### src/rtl/sr_bank_scheduler_pkg.sv
// Shared types and helpers for the SR flip-flop bank scheduler.
// The state enum is used by the top-level FSM; idx_width sizes index buses.
package sr_bank_pkg;

    typedef enum logic [1:0] {
        IDLE  = 2'd0,
        DRIVE = 2'd1,
        CHECK = 2'd2
    } state_t;

    // A one-entry range still needs a one-bit index bus.
    function automatic int idx_width(input int n);
        return (n <= 1) ? 1 : $clog2(n);
    endfunction

endpackage

### src/rtl/sr_bank_scheduler_rr_arbiter.sv
// Round-robin arbiter: grants the first requester at or after the pointer.
// The pointer moves past the winner only when the grant is actually taken.
module rr_arbiter
    import sr_bank_pkg::*;
#(
    parameter int N  = 4,
    parameter int PW = idx_width(N)
) (
    input  logic          clk,
    input  logic          rst,
    input  logic [N-1:0]  req,
    input  logic          advance,
    output logic [N-1:0]  grant,
    output logic [PW-1:0] grant_idx
);

    logic [PW-1:0] ptr;
    logic [PW-1:0] ptr_next;
    logic          found;
    int            k;

    // Scan all requesters starting at the pointer, wrapping past N-1.
    always_comb begin
        grant     = '0;
        grant_idx = '0;
        found     = 1'b0;
        k         = 0;
        for (int i = 0; i < N; i++) begin
            k = int'(ptr) + i;
            if (k >= N) begin
                k = k - N;
            end
            if (!found && req[k]) begin
                found     = 1'b1;
                grant[k]  = 1'b1;
                grant_idx = PW'(k);
            end
        end
    end

    always_comb begin
        if (grant_idx == PW'(N - 1)) begin
            ptr_next = '0;
        end else begin
            ptr_next = grant_idx + PW'(1);
        end
    end

    always_ff @(posedge clk or posedge rst) begin
        if (rst) begin
            ptr <= '0;
        end else if (advance && found) begin
            ptr <= ptr_next;
        end
    end

endmodule

### src/rtl/sr_bank_scheduler.sv
// Shares a bank of SR flip-flops among requesters: one registered S or R pulse
// per granted op, then a readback of Q to confirm it before acknowledging.
module sr_bank_scheduler
    import sr_bank_pkg::*;
#(
    parameter int NREQ  = 4,
    parameter int NBITS = 8,
    parameter int IW    = idx_width(NBITS)
) (
    input  logic                 clk,
    input  logic                 rst,
    input  logic [NREQ-1:0]      req,
    input  logic [NREQ-1:0]      op,
    input  logic [NREQ*IW-1:0]   idx,
    output logic [NBITS-1:0]     S,
    output logic [NBITS-1:0]     R,
    input  logic [NBITS-1:0]     Q,
    output logic [NREQ-1:0]      ack,
    output logic                 err,
    output logic                 busy
);

    localparam int PW = idx_width(NREQ);

    state_t            state;
    state_t            state_next;

    logic [NREQ-1:0]   grant;
    logic [PW-1:0]     grant_idx;
    logic              start;

    logic              req_op;
    logic [IW-1:0]     req_idx;
    logic              req_in_range;

    logic [NREQ-1:0]   gnt_q;
    logic              op_q;
    logic [IW-1:0]     idx_q;
    logic              in_range_q;
    logic              q_bit;

    logic [NBITS-1:0]  sel_next;
    logic [NBITS-1:0]  s_next;
    logic [NBITS-1:0]  r_next;
    logic [NREQ-1:0]   ack_next;
    logic              err_next;

    rr_arbiter #(
        .N  (NREQ),
        .PW (PW)
    ) u_arb (
        .clk       (clk),
        .rst       (rst),
        .req       (req),
        .advance   (start),
        .grant     (grant),
        .grant_idx (grant_idx)
    );

    assign start        = (state == IDLE) && (|req);
    assign req_op       = op[grant_idx];
    assign req_idx      = idx[grant_idx*IW +: IW];
    assign req_in_range = int'(req_idx) < NBITS;
    assign q_bit        = |(Q & (NBITS'(1) << idx_q));
    assign busy         = (state != IDLE);

    always_ff @(posedge clk or posedge rst) begin
        if (rst) begin
            state <= IDLE;
        end else begin
            state <= state_next;
        end
    end

    always_comb begin
        state_next = state;
        case (state)
            IDLE:    if (start) state_next = DRIVE;
            DRIVE:   state_next = CHECK;
            CHECK:   state_next = IDLE;
            default: state_next = IDLE;
        endcase
    end

    // S and R come from one select vector gated by op, so they can never overlap.
    always_comb begin
        sel_next = '0;
        s_next   = '0;
        r_next   = '0;
        ack_next = '0;
        err_next = 1'b0;
        case (state)
            IDLE: begin
                if (start && req_in_range) begin
                    sel_next = NBITS'(1) << req_idx;
                    if (req_op) begin
                        s_next = sel_next;
                    end else begin
                        r_next = sel_next;
                    end
                end
            end
            CHECK: begin
                ack_next = gnt_q;
                err_next = !in_range_q || (q_bit != op_q);
            end
            default: begin
            end
        endcase
    end

    // The op is captured at the grant edge so later changes on op/idx or a dropped req do not affect it.
    always_ff @(posedge clk or posedge rst) begin
        if (rst) begin
            S          <= '0;
            R          <= '0;
            ack        <= '0;
            err        <= 1'b0;
            gnt_q      <= '0;
            op_q       <= 1'b0;
            idx_q      <= '0;
            in_range_q <= 1'b0;
        end else begin
            S   <= s_next;
            R   <= r_next;
            ack <= ack_next;
            err <= err_next;
            if (start) begin
                gnt_q      <= grant;
                op_q       <= req_op;
                idx_q      <= req_idx;
                in_range_q <= req_in_range;
            end
        end
    end

endmodule

### config.mk
export PLATFORM = sky130hd
export DESIGN_NAME = sr_bank_scheduler
export DESIGN_NICKNAME = d
export VERILOG_FILES = /design/src/rtl/sr_bank_scheduler_pkg.sv /design/src/rtl/sr_bank_scheduler_rr_arbiter.sv /design/src/rtl/sr_bank_scheduler.sv
export SDC_FILE = /design/constraint.sdc
export NUM_CORES = 1
export LEC_CHECK = 0
export ABC_AREA = 1
export BUFFER_PORTS_ARGS = -buffer_cell sky130_fd_sc_hd__buf_2
export CORE_MARGIN = 5
export CORE_UTILIZATION = 46
export DETAILED_ROUTE_END_ITERATION = 8
export MAX_ROUTING_LAYER = met4
export PLACE_DENSITY_LB_ADDON = 0.08
export REMOVE_ABC_BUFFERS = 1
export SYNTH_ARGS = -nofsm -noshare
export SYNTH_HDL_FRONTEND = slang
export SYNTH_SLANG_ARGS = --single-unit
### constraint.sdc
create_clock -name clk -period 3.09 [get_ports clk]
set_input_delay 0.1545 -clock clk [delete_from_list [all_inputs] [get_ports clk]]
set_output_delay 0.1545 -clock clk [all_outputs]
set_load 0.05 [all_outputs]
==> results of run 1 <==
## worst paths after layout
kind	startpoint	end	slack, ps	cells after the start
worst min-delay path	idx[7]	R[0]	330	6
worst max-delay path	u_arb.ptr[1]	R[1]	490	13
min in group asynchronous	rst	S[6]	510	4
worst max register to register	u_arb.ptr[1]	R[1]	490	13
worst min register to register	state[1]	state[1]	450	1
max in group asynchronous	rst	ack[2]	2290	4
## per-stage QoR
step	setup slack, ps	std cells
2_1_floorplan	624	255
3_5_place_dp	495	376
5_1_grt	168	385
6_report	488	385
4_1_cts	473	385
3_3_place_gp	605	376
## worst min-delay path, stage by stage
cell and delay (ps):
sky130_fd_sc_hd__buf_2 90, sky130_fd_sc_hd__nand2_1 60, sky130_fd_sc_hd__nand3_2 70, sky130_fd_sc_hd__nand2_4 80
sky130_fd_sc_hd__nand3_2 90, sky130_fd_sc_hd__nor2_1 40
## area by class of cell
class	instances	area share, %
Clock inverter	2	0.469
Multi-Input combinational cell	188	45.7
Clock buffer	6	3.10
Inverter	33	4.92
Timing Repair Buffer	55	10.8
Tap cell	67	3.14
Sequential cell	34	31.9
## state kept, by name, indices dropped and copies added (netlist names)
register and cells:
in_range_q 1, R 8, op_q 1, ack 4, u_arb.ptr 2, idx_q 3, S 8, state 2
err 1, gnt_q 4
## cell usage after synthesis
| cell | number | share of area (%) |
|---|---|---|
| sky130_fd_sc_hd__clkbuf_1 | 2 | 0.33 |
| sky130_fd_sc_hd__nand3b_1 | 1 | 0.33 |
| sky130_fd_sc_hd__nand3_2 | 24 | 11 |
| sky130_fd_sc_hd__nor2_4 | 1 | 0.50 |
| sky130_fd_sc_hd__inv_1 | 30 | 5.0 |
| sky130_fd_sc_hd__a21oi_1 | 3 | 0.67 |
| sky130_fd_sc_hd__dfrtp_1 | 34 | 38 |
| sky130_fd_sc_hd__nand2_4 | 7 | 3.5 |
| sky130_fd_sc_hd__ha_1 | 8 | 4.5 |
| sky130_fd_sc_hd__buf_2 | 1 | 0.22 |
| sky130_fd_sc_hd__a221oi_1 | 4 | 1.6 |
| sky130_fd_sc_hd__nand2_1 | 46 | 7.7 |
| sky130_fd_sc_hd__inv_2 | 1 | 0.17 |
| sky130_fd_sc_hd__a21oi_2 | 1 | 0.39 |
| sky130_fd_sc_hd__a31oi_1 | 1 | 0.28 |
| sky130_fd_sc_hd__o21bai_1 | 1 | 0.33 |
| sky130_fd_sc_hd__o21ai_1 | 4 | 0.89 |
| sky130_fd_sc_hd__buf_6 | 3 | 1.5 |
| sky130_fd_sc_hd__nand4_2 | 1 | 0.56 |
| sky130_fd_sc_hd__inv_6 | 1 | 0.39 |
| sky130_fd_sc_hd__a22oi_1 | 3 | 1.0 |
| sky130_fd_sc_hd__inv_4 | 1 | 0.28 |
| sky130_fd_sc_hd__nand3_1 | 19 | 4.2 |
| sky130_fd_sc_hd__o21ai_0 | 6 | 1.3 |
| sky130_fd_sc_hd__or2_2 | 1 | 0.28 |
| sky130_fd_sc_hd__nor2_1 | 30 | 5.0 |
| sky130_fd_sc_hd__nand4_1 | 1 | 0.28 |
| sky130_fd_sc_hd__o21a_1 | 1 | 0.33 |
| sky130_fd_sc_hd__nand2_8 | 1 | 0.89 |
| sky130_fd_sc_hd__nand2_2 | 17 | 4.7 |
| sky130_fd_sc_hd__o221ai_1 | 2 | 0.78 |
| sky130_fd_sc_hd__o21ai_2 | 1 | 0.39 |
| sky130_fd_sc_hd__nand3_4 | 4 | 3.1 |
## metal layers
layer | global-route usage [%] | share of wire (%)
met1 | 21.5 | 47
met2 | 24.1 | 45
met3 | 2.82 | 6.4
met4 | 5.07 | 1.2
met5 | - | 0
## cell usage in the layout, fill, tap and decap left out, types with 2 or more instances in the layout
cell type                  count
sky130_fd_sc_hd__inv_1        30
sky130_fd_sc_hd__dfrtp_1      34
sky130_fd_sc_hd__nand3_1      19
sky130_fd_sc_hd__nand2_1      46
sky130_fd_sc_hd__o21ai_0       6
sky130_fd_sc_hd__buf_2        51
sky130_fd_sc_hd__nand2_2      17
sky130_fd_sc_hd__nand3_4       4
sky130_fd_sc_hd__buf_4         3
sky130_fd_sc_hd__o221ai_1      2
sky130_fd_sc_hd__o21ai_1       4
sky130_fd_sc_hd__a21oi_1       3
sky130_fd_sc_hd__a221oi_1      4
sky130_fd_sc_hd__ha_1          8
sky130_fd_sc_hd__nand2_4       7
sky130_fd_sc_hd__clkbuf_8      6
sky130_fd_sc_hd__nand3_2      24
sky130_fd_sc_hd__nor2_1       30
sky130_fd_sc_hd__a22oi_1       3
## logic make-up (layout without fill, tap and decap cells)
kind of cell	count (synthesis)	in the layout
buffers and inverters	39	96
AO/OA/AOI/OAI	27	27
AND/OR/NAND/NOR	153	153
adder cells (fa/ha/maj)	8	8
flip-flops	34	34
## what timing repair did
item / in CTS / in global routing
endpoints found under the hold margin: 34 / 0
resized for setup: 0 / 0
hold buffers: 1 / 0
setup buffers: 0 / 0
==> impl_metrics.json, run 1 <==
{
  "result_of_the_run": "finished, final reports clean",
  "drt_drc_violations_left": 0,
  "die_area_um2": 6380,
  "cell_type_of_the_slowest_stage_on_the_worst_timing_path": "sky130_fd_sc_hd__dfrtp_1",
  "cp_top_family": "simple AND/OR/NAND/NOR gates",
  "cts_made_buffers": 5,
  "synth-compound-area-share_pct": 7.96,
  "initial_utilization_pct": 47.6,
  "synthesis.area_per_instance_um2": 8.61,
  "yosysWarnings": 0,
  "seq_area_frac_synth_pct": 37.9,
  "critical_path.max_fanout": 15,
  "crit_chain": "inv_1, ha_1, inv_1, nand3_2, nand2_4, a21oi_2, nand2_1, nand2_2, nand3_1, nand3_4, nand2_1, nand2_2, nor2_1",
  "critPathBufInv": 2,
  "ant_nets": 0,
  "hold_viol": 0,
  "grt_remaining_overflow": 0,
  "critPathKind": "reg2reg",
  "end_kind": "flop",
  "worst_pin_slew_ps": 629,
  "floorplan.die.height_um": 79.9,
  "antenna_found_initial": 0,
  "area_growth_syn_to_layout_pct": 18.7,
  "dominant_combinational_cell_family_by_area_after_synthesis": "simple AND/OR/NAND/NOR gates",
  "setup_repair_after_global_routing_missed_its_margin": "false",
  "fp.coreArea_um2": 4720,
  "vias_per_cell": 4.81,
  "setup-violations-final": 0,
  "clock-skew-final_ps": 2.13,
  "cts_max_path_buffers": 2,
  "grt_util_all_layers_pct": 15.9,
  "post_synth_xor_area_fraction_pct": 0,
  "worst_hold_slack_ps": 326,
  "antenna_cells": 0,
  "tritoncts_clock_tree": "done",
  "wp_data_arrival_ps": 2770,
  "post_drt_wl_per_cell_um": 12.0,
  "timing.max_cap.violations": 0,
  "io_pins": 52,
  "htree_levels": 2,
  "max-slew-margin-rel_pct": 58.0,
  "clk-insertion-delay-late_ps": 280,
  "num_vias": 1852,
  "horizontal_die_dimension_um": 79.9,
  "cp_data_required_time_ps": 3260,
  "starting_drc_count_in_detailed_routing": 74,
  "final_wirelength_mm": 4.64,
  "hold_path_class": "in2reg",
  "netlist_area_um2": 2250,
  "clkSinkCount": 34,
  "synth.area.mux_share_pct": 0,
  "critPathLaunchType": "flop",
  "finalMaxSlewViolations": 0,
  "final-seq-area_um2": 851,
  "adder_cell_share_of_the_synthesized_area_pct": 4.45,
  "utilization_after_layout_pct": 56.5,
  "wire_length_of_the_first_global_routing_pass_mm": 7.80,
  "netlist_instances": 261,
  "globalplace.congestion": 0.788,
  "drive_gt1_share_pct": 38.7,
  "detailed_place_hpwl_mm": 3.55,
  "timing.final.crit_share_pct": 84.2,
  "synth_cell_types": 33,
  "fillers": 460,
  "stdcell_area_um2": 2670,
  "grt_max_degree": 35,
  "multi_input_area_um2": 1220,
  "post_synth_and_or_nand_nor_area_fraction_pct": 41.8,
  "finalSetupTns_ps": 0,
  "number_of_register_bits_inferred_by_synthesis": 34,
  "clk_transition_reported_paths_ps": 70,
  "placedInstanceArea_um2": 2560,
  "rows": 25,
  "layout_min_cycle_time_ps": 2600,
  "fin_nets": 355,
  "fmax_mhz": 384,
  "place.port_buffers": 51,
  "cp_slowest_stage_delay_ps": 490,
  "via_count_of_the_first_global_routing_pass": 1679,
  "first_pass_iters": 4,
  "clock-root-buffer": "sky130_fd_sc_hd__clkbuf_8"
}
Power of run 1 is left out: the tool's default activity adds up to more than one toggle a clock period on the data nets, which glitch-free logic cannot reach.
==> run 2: changes to the inputs <==
--- a/config.mk
+++ b/config.mk
@@ -5,7 +5,7 @@
 export SDC_FILE = /design/constraint.sdc
 export NUM_CORES = 1
 export LEC_CHECK = 0
-export ABC_AREA = 1
+export ABC_AREA = 0
 export BUFFER_PORTS_ARGS = -buffer_cell sky130_fd_sc_hd__buf_2
 export CORE_MARGIN = 5
 export CORE_UTILIZATION = 46
==> constraint.sdc (replaced) <==
create_clock -name clk -period 2.5 [get_ports clk]
set_input_delay 0.125 -clock clk [delete_from_list [all_inputs] [get_ports clk]]
set_output_delay 0.125 -clock clk [all_outputs]
set_load 0.05 [all_outputs]
==> run 2 against run 1 <==
  * The flow now finishes with violations (setup timing)
  * Critical path depth fell by 3
  * Routed wire length rose by 18%
  * Final cell count fell by 17%
  * First-iteration DRC count fell by 15%
  * Global-route usage rose by 3.7 points
  * Highest routed layer unchanged
  * Register-to-register slack got worse by 670 ps
  * Core utilization rose by 10 points
  * Clock skew rose by 2.3 ps
  * Flip-flop and latch count did not move
  * Final area rose by 8.6%
  * Count of clock-buffer cells in the layout did not move
  * Worst hold slack improved by 76 ps
  * Critical endpoint is now R[7]
==> impl_metrics.json, run 2 <==
{
  "drive_gt1_share_pct": 49.8,
  "netlist_instances": 187,
  "place.port_buffers": 51,
  "fp.coreArea_um2": 4350,
  "ys_top_cells_by_area": "sky130_fd_sc_hd__dfrtp_1 (41%), sky130_fd_sc_hd__mux4_2 (13%), sky130_fd_sc_hd__nor4_1 (5.2%), sky130_fd_sc_hd__ha_1 (4.9%), sky130_fd_sc_hd__inv_1 (3.1%)",
  "synthesis.area_per_instance_um2": 11.0,
  "globalplace.congestion": 0.834,
  "detailed_place_hpwl_mm": 3.54,
  "first_pass_iters": 4,
  "number_of_synthesized_flops_with_an_enable_pin": 0,
  "yosysWarnings": 0,
  "synthMostInstantiatedCell": "sky130_fd_sc_hd__dfrtp_1",
  "cp_data_required_time_ps": 2680,
  "worst-r2r-setup-slack_ps": -180,
  "hold_path.startpoint": "op[1]",
  "number_of_register_bits_inferred_by_synthesis": 34,
  "vias_per_cell": 5.78,
  "stdcell_area_um2": 2900,
  "seq_area_frac_synth_pct": 41.5,
  "clock_power_share_pct": 9.1,
  "mostFrequentLayoutCells": "sky130_fd_sc_hd__buf_2 (51), sky130_fd_sc_hd__dfrtp_1 (34), sky130_fd_sc_hd__buf_4 (22), sky130_fd_sc_hd__inv_1 (16)",
  "rows": 24,
  "pwr-share-comb_pct": 73.0,
  "largestRegisters": "R: 8 flops, S: 8 flops",
  "worst_pin_slew_ps": 460,
  "synth.top_cells.by_count": "sky130_fd_sc_hd__dfrtp_1 (34), sky130_fd_sc_hd__inv_1 (17), sky130_fd_sc_hd__nor4_1 (17), sky130_fd_sc_hd__mux4_2 (12), sky130_fd_sc_hd__nand2_1 (12)",
  "cell_type_of_the_slowest_stage_on_the_worst_timing_path": "sky130_fd_sc_hd__dfrtp_1",
  "setup_repair_after_global_routing_missed_its_margin": "true",
  "clkSinkCount": 34,
  "post_drt_wl_per_cell_um": 17.0,
  "post-synth-top-area-cell": "sky130_fd_sc_hd__dfrtp_1",
  "critPathLaunch": "u_arb.ptr[0]",
  "via_count_of_the_first_global_routing_pass": 1892,
  "horizontal_die_dimension_um": 76.8,
  "internal-power_mw": 2.40,
  "clk-insertion-delay-late_ps": 280,
  "power_frac_seq_pct": 17.9,
  "hold_viol": 0,
  "clk_transition_reported_paths_ps": 70,
  "cts_max_path_buffers": 2,
  "floorplan.die.height_um": 76.8,
  "die_area_um2": 5900,
  "fmax_mhz": 373,
  "ant_nets": 0,
  "fin_nets": 306,
  "grt_util_all_layers_pct": 19.6,
  "worstReg2RegEnd": "R[7]",
  "total_power_density_per_cell_area_nw_per_um2": 1580,
  "setup-violations-final": 19,
  "finalSetupTns_ps": -2470,
  "cts_made_buffers": 5,
  "wp_data_arrival_ps": 2860,
  "setup_slack_ps": -180,
  "area_growth_syn_to_layout_pct": 41.2,
  "num_vias": 1854,
  "layout_min_cycle_time_ps": 2680,
  "antenna_cells": 0,
  "crit_chain": "inv_2, ha_4, mux4_2, buf_6, nor4b_4, a21o_4, nand2_8, mux4_2, buf_6, nor4_4",
  "r2r-start": "u_arb.ptr[0]",
  "placedInstanceArea_um2": 2480,
  "cp_top_family": "multiplexers",
  "starting_drc_count_in_detailed_routing": 63,
  "critPathBufInv": 3,
  "min_delay_path_depth": 4,
  "hold_path_class": "in2reg",
  "ff2ff_path_depth": 10,
  "grt_max_degree": 35,
  "grt_remaining_overflow": 0,
  "p_sw_mw": 2.19,
  "cellLeakagePower_nw": 1.38,
  "max-slew-margin-rel_pct": 69.2,
  "synth_top_area_share_pct": 41.5,
  "end_kind": "flop",
  "initial_utilization_pct": 47.1,
  "worst_ir_drop_vdd_mv": 0.898,
  "result_of_the_run": "finished with violations",
  "ys.flop_type": "sky130_fd_sc_hd__dfrtp_1",
  "timing.hold.worst_endpoint": "S[2]",
  "clock-root-buffer": "sky130_fd_sc_hd__clkbuf_8",
  "share_of_synthesized_flip_flops_with_an_asynchronous_set_or_reset_pct": 100,
  "synth_cell_types": 43,
  "switching_share_pct": 47.8,
  "utilization_after_layout_pct": 66.6,
  "critPathLaunchType": "flop",
  "final_wirelength_mm": 5.45,
  "timing.final.crit_share_pct": 107,
  "dpl_worst_slack_ps": -206,
  "fillers": 353,
  "final_common_cell": "sky130_fd_sc_hd__buf_2",
  "cp_slowest_stage_delay_ps": 380,
  "htree_levels": 2,
  "drt_drc_violations_left": 0,
  "worst_hold_slack_ps": 402,
  "antenna_found_initial": 0,
  "netlist_area_um2": 2050,
  "finalMaxSlewViolations": 0,
  "wire_length_of_the_first_global_routing_pass_mm": 9.06,
  "critical_path.max_fanout": 8,
  "critPathKind": "reg2reg",
  "tritoncts_clock_tree": "done",
  "failed_checks": "setup timing",
  "clock-skew-final_ps": 4.42,
  "io_pins": 52,
  "timing.max_cap.violations": 0
}
-- run 2: cell families after synthesis --
group	Yosys count	synth area share, %
AND/OR/NAND/NOR	57	15.9
AO/OA/AOI/OAI	36	13.0
flip-flops	34	41.5
buffers and inverters	29	6.22
multiplexers	20	17.3
adder cells (fa/ha/maj)	8	4.88
XOR/XNOR	3	1.28
-- run 2: area by class of cell --
cell class / count / area [µm²] / share of cell area [%]
Clock buffer: 6 / 82.6 / 2.85
Sequential cell: 34 / 851 / 29.4
Tap cell: 52 / 65.1 / 2.25
Clock inverter: 2 / 12.5 / 0.432
Timing Repair Buffer: 82 / 538 / 18.6
Inverter: 19 / 71.3 / 2.46
Multi-Input combinational cell: 126 / 1280 / 44.1
-- run 2: tightest hold or removal path: cells and delay by family --
family                 cells  cell delay (ps)
AO/OA/AOI/OAI              2              350
AND/OR/NAND/NOR            1               60
buffers and inverters      1              110
-- run 2: through the flow --
step | power (mW) | cells
4_1_cts | 4.28 | 318
6_report | 4.59 | 321
3_5_place_dp | 3.38 | 300
5_1_grt | 4.89 | 321
3_3_place_gp | 3.31 | 300
2_1_floorplan | 2.56 | 177
-- run 2: repair_timing --
action / CTS / global route
pin swaps: 4 / 2
gates resized for setup: 24 / 18
gates cloned: 2 / 0
hold buffers: 1 / 0
endpoints found under the setup margin: 20 / 20
hold endpoints to repair: 34 / 0
buffers inserted: 7 / 3
-- run 2: power groups by stage --
stage / Combinational, mW / Clock (mW) / Sequential [mW]
5_1_grt: 3.59 / 0.453 / 0.846
2_1_floorplan: 1.38 / 0 / 1.18
4_1_cts: 3.03 / 0.428 / 0.821
3_5_place_dp: 2.54 / 0 / 0.832
3_3_place_gp: 2.48 / 0 / 0.823
6_report: 3.35 / 0.417 / 0.822
-- run 2: how the worst max path moves through the flow --
stage	to	slack [ps]	cells past startpoint
after floorplan	R[3]	-850	7
after global placement	S[4]	-150	9
after detailed placement	R[7]	-210	9
after CTS	S[4]	-150	9
after global routing	S[1]	-360	9
final	R[7]	-180	10
-- run 2: layer usage --
metal	GRT usage, %	up-vias	wire (µm)
met4	6.12	0	70
li1	-	853	-
met1	24.6	923	2300
met2	31.2	73	2700
met5	-	-	0
met3	4.68	5	387
Power figures use the tool's default switching activity.
==> run 3: changes to the inputs <==
--- a/config.mk
+++ b/config.mk
@@ -12,6 +12,7 @@
 export DETAILED_ROUTE_END_ITERATION = 8
 export MAX_ROUTING_LAYER = met4
 export PLACE_DENSITY_LB_ADDON = 0.08
+export RECOVER_POWER = 25
 export REMOVE_ABC_BUFFERS = 1
 export SYNTH_ARGS = -nofsm -noshare
 export SYNTH_HDL_FRONTEND = slang
==> run 3 against run 2 <==
  * Global-route usage unchanged
  * Critical path type unchanged
  * Clock power about the same
  * Sequential share of layout area about the same
  * Setup slack about the same
  * Core utilization down 0.057 points
  * Final cell count unchanged
  * The flow still finishes with violations (setup timing)
  * Count of clock-buffer cells in the layout unchanged
  * Final area about the same
  * Routed wire length about the same
  * Clock skew about the same
  * Fmax about the same
  * Non-clock buffer count unchanged
==> impl_metrics.json, run 3 (synthesis gave the netlist of run 2 again) <==
{
  "setup-violations-final": 19,
  "critPathBufInv": 3,
  "timing.final.crit_share_pct": 107,
  "rows": 24,
  "floorplan.die.height_um": 76.8,
  "max-slew-margin-rel_pct": 45.5,
  "layout_min_cycle_time_ps": 2680,
  "antenna_found_initial": 0,
  "clk_transition_reported_paths_ps": 70,
  "hold_path.startpoint": "op[1]",
  "antenna_cells": 0,
  "grt_max_degree": 35,
  "end_kind": "flop",
  "finalNonFillerCells": 321,
  "clock-skew-final_ps": 4.42,
  "place.port_buffers": 51,
  "result_of_the_run": "finished with violations",
  "htree_levels": 2,
  "cp_slowest_stage_delay_ps": 380,
  "worst-r2r-setup-slack_ps": -180,
  "drive_gt1_share_pct": 49.8,
  "cp_data_required_time_ps": 2680,
  "timing.hold.worst_endpoint": "S[2]",
  "worst_ir_drop_vdd_mv": 0.898,
  "via_count_of_the_first_global_routing_pass": 1892,
  "cts_max_path_buffers": 2,
  "io_pins": 52,
  "utilization_after_layout_pct": 66.5,
  "hold_path_class": "in2reg",
  "fillers": 354,
  "vias_per_cell": 5.76,
  "failed_checks": "setup timing",
  "mostFrequentLayoutCells": "sky130_fd_sc_hd__buf_2 (51), sky130_fd_sc_hd__dfrtp_1 (34), sky130_fd_sc_hd__buf_4 (21), sky130_fd_sc_hd__inv_1 (16)",
  "r2r-start": "u_arb.ptr[0]",
  "fmax_mhz": 373,
  "total_power_density_per_cell_area_nw_per_um2": 1590,
  "starting_drc_count_in_detailed_routing": 63,
  "critical_path.max_fanout": 8,
  "num_vias": 1850,
  "finalSetupTns_ps": -2470,
  "post_drt_wl_per_cell_um": 17.0,
  "dpl_worst_slack_ps": -206,
  "ant_nets": 0,
  "clk-insertion-delay-late_ps": 280,
  "placed_cells": 300,
  "initial_utilization_pct": 47.1,
  "area_growth_syn_to_layout_pct": 41.1,
  "worstReg2RegEnd": "R[7]",
  "final-seq-area_um2": 851,
  "clock-root-buffer": "sky130_fd_sc_hd__clkbuf_8",
  "first_pass_iters": 4,
  "tritoncts_clock_tree": "done",
  "wp_data_arrival_ps": 2860,
  "fin_nets": 306,
  "fp.coreArea_um2": 4350,
  "setup_slack_ps": -180,
  "min_delay_path_depth": 4,
  "cellLeakagePower_nw": 1.38,
  "largestRegisters": "R: 8 flops, S: 8 flops",
  "globalplace.congestion": 0.834,
  "wire_length_of_the_first_global_routing_pass_mm": 9.06,
  "grt_util_all_layers_pct": 19.6,
  "cp_top_family": "multiplexers",
  "timing.max_cap.violations": 0,
  "crit_chain": "inv_2, ha_4, mux4_2, buf_6, nor4b_4, a21o_4, nand2_8, mux4_2, buf_6, nor4_4",
  "critPathLaunchType": "flop",
  "ff2ff_path_depth": 10,
  "detailed_place_hpwl_mm": 3.54,
  "final_wirelength_mm": 5.45,
  "hold_viol": 0,
  "clkSinkCount": 34,
  "multi_input_area_um2": 1280,
  "grt_remaining_overflow": 0,
  "worst_pin_slew_ps": 818,
  "setup_repair_after_global_routing_missed_its_margin": "true",
  "finalMaxSlewViolations": 0,
  "cell_type_of_the_slowest_stage_on_the_worst_timing_path": "sky130_fd_sc_hd__dfrtp_1",
  "cts_made_buffers": 5,
  "horizontal_die_dimension_um": 76.8,
  "drt_drc_violations_left": 0,
  "final_common_cell": "sky130_fd_sc_hd__buf_2",
  "die_area_um2": 5900,
  "critPathKind": "reg2reg"
}
[run 3: changes by cell type in the layout (fill, tap and decap cells not counted), sizes merged]
cell    before  now
buf         81   80
clkbuf       6    7
[run 3: how the worst max path moves through the flow]
stage,from,end,slack [ps],depth (start not counted)
floorplan,u_arb.ptr[0],R[3],-850,7
global placement,u_arb.ptr[0],S[4],-150,9
detailed placement,u_arb.ptr[0],R[7],-210,9
CTS,u_arb.ptr[0],S[4],-150,9
global route,u_arb.ptr[0],S[1],-360,9
finish,u_arb.ptr[0],R[7],-180,10
[run 3: where the power goes]
part / leakage [nW] / internal (mW) / switching [mW]
logic: 0.892 / 1.44 / 1.91
registers: 0.443 / 0.738 / 0.0834
clock network: 0.0472 / 0.221 / 0.196
total: 1.38 / 2.40 / 2.19
[run 3: worst register-to-register path: cells and delay by family (launching register included)]
family / cells / cell delay, ps
buffers and inverters: 3 / 370
multiplexers: 2 / 670
AO/OA/AOI/OAI: 1 / 200
AND/OR/NAND/NOR: 3 / 670
adder cells (fa/ha/maj): 1 / 290
flip-flops: 1 / 380
[run 3: metal layers]
layer	GRT usage [%]	part of all wire [%]
met5	-	0
met4	6.12	1.3
met3	4.68	7.0
met2	31.2	49
met1	24.6	42
[run 3: layout make-up]
cell class,count,share of cell area [%]
multi-input cells,126,44.1
repair buffers,82,18.5
flip-flops and latches,34,29.4
inverters,19,2.46
clock buffers,6,2.85
clock inverters,2,0.432
well taps,52,2.25
[run 3: repair_timing]
action,CTS,global route
resized for setup,24,18
hold buffers,1,0
cloned,2,0
endpoints found under the setup margin,20,20
pin swaps,4,2
buffers inserted,7,3
endpoints found under the hold margin,34,0
[run 3: stage by stage]
stage               area, µm²  hold WS, ps  total power [mW]
finish                   2900          402              4.59
detailed placement       2480          242              3.38
global placement         2480          221              3.31
CTS                      2780          351              4.28
floorplan                2000          267              2.56
global route             2900          412              4.89
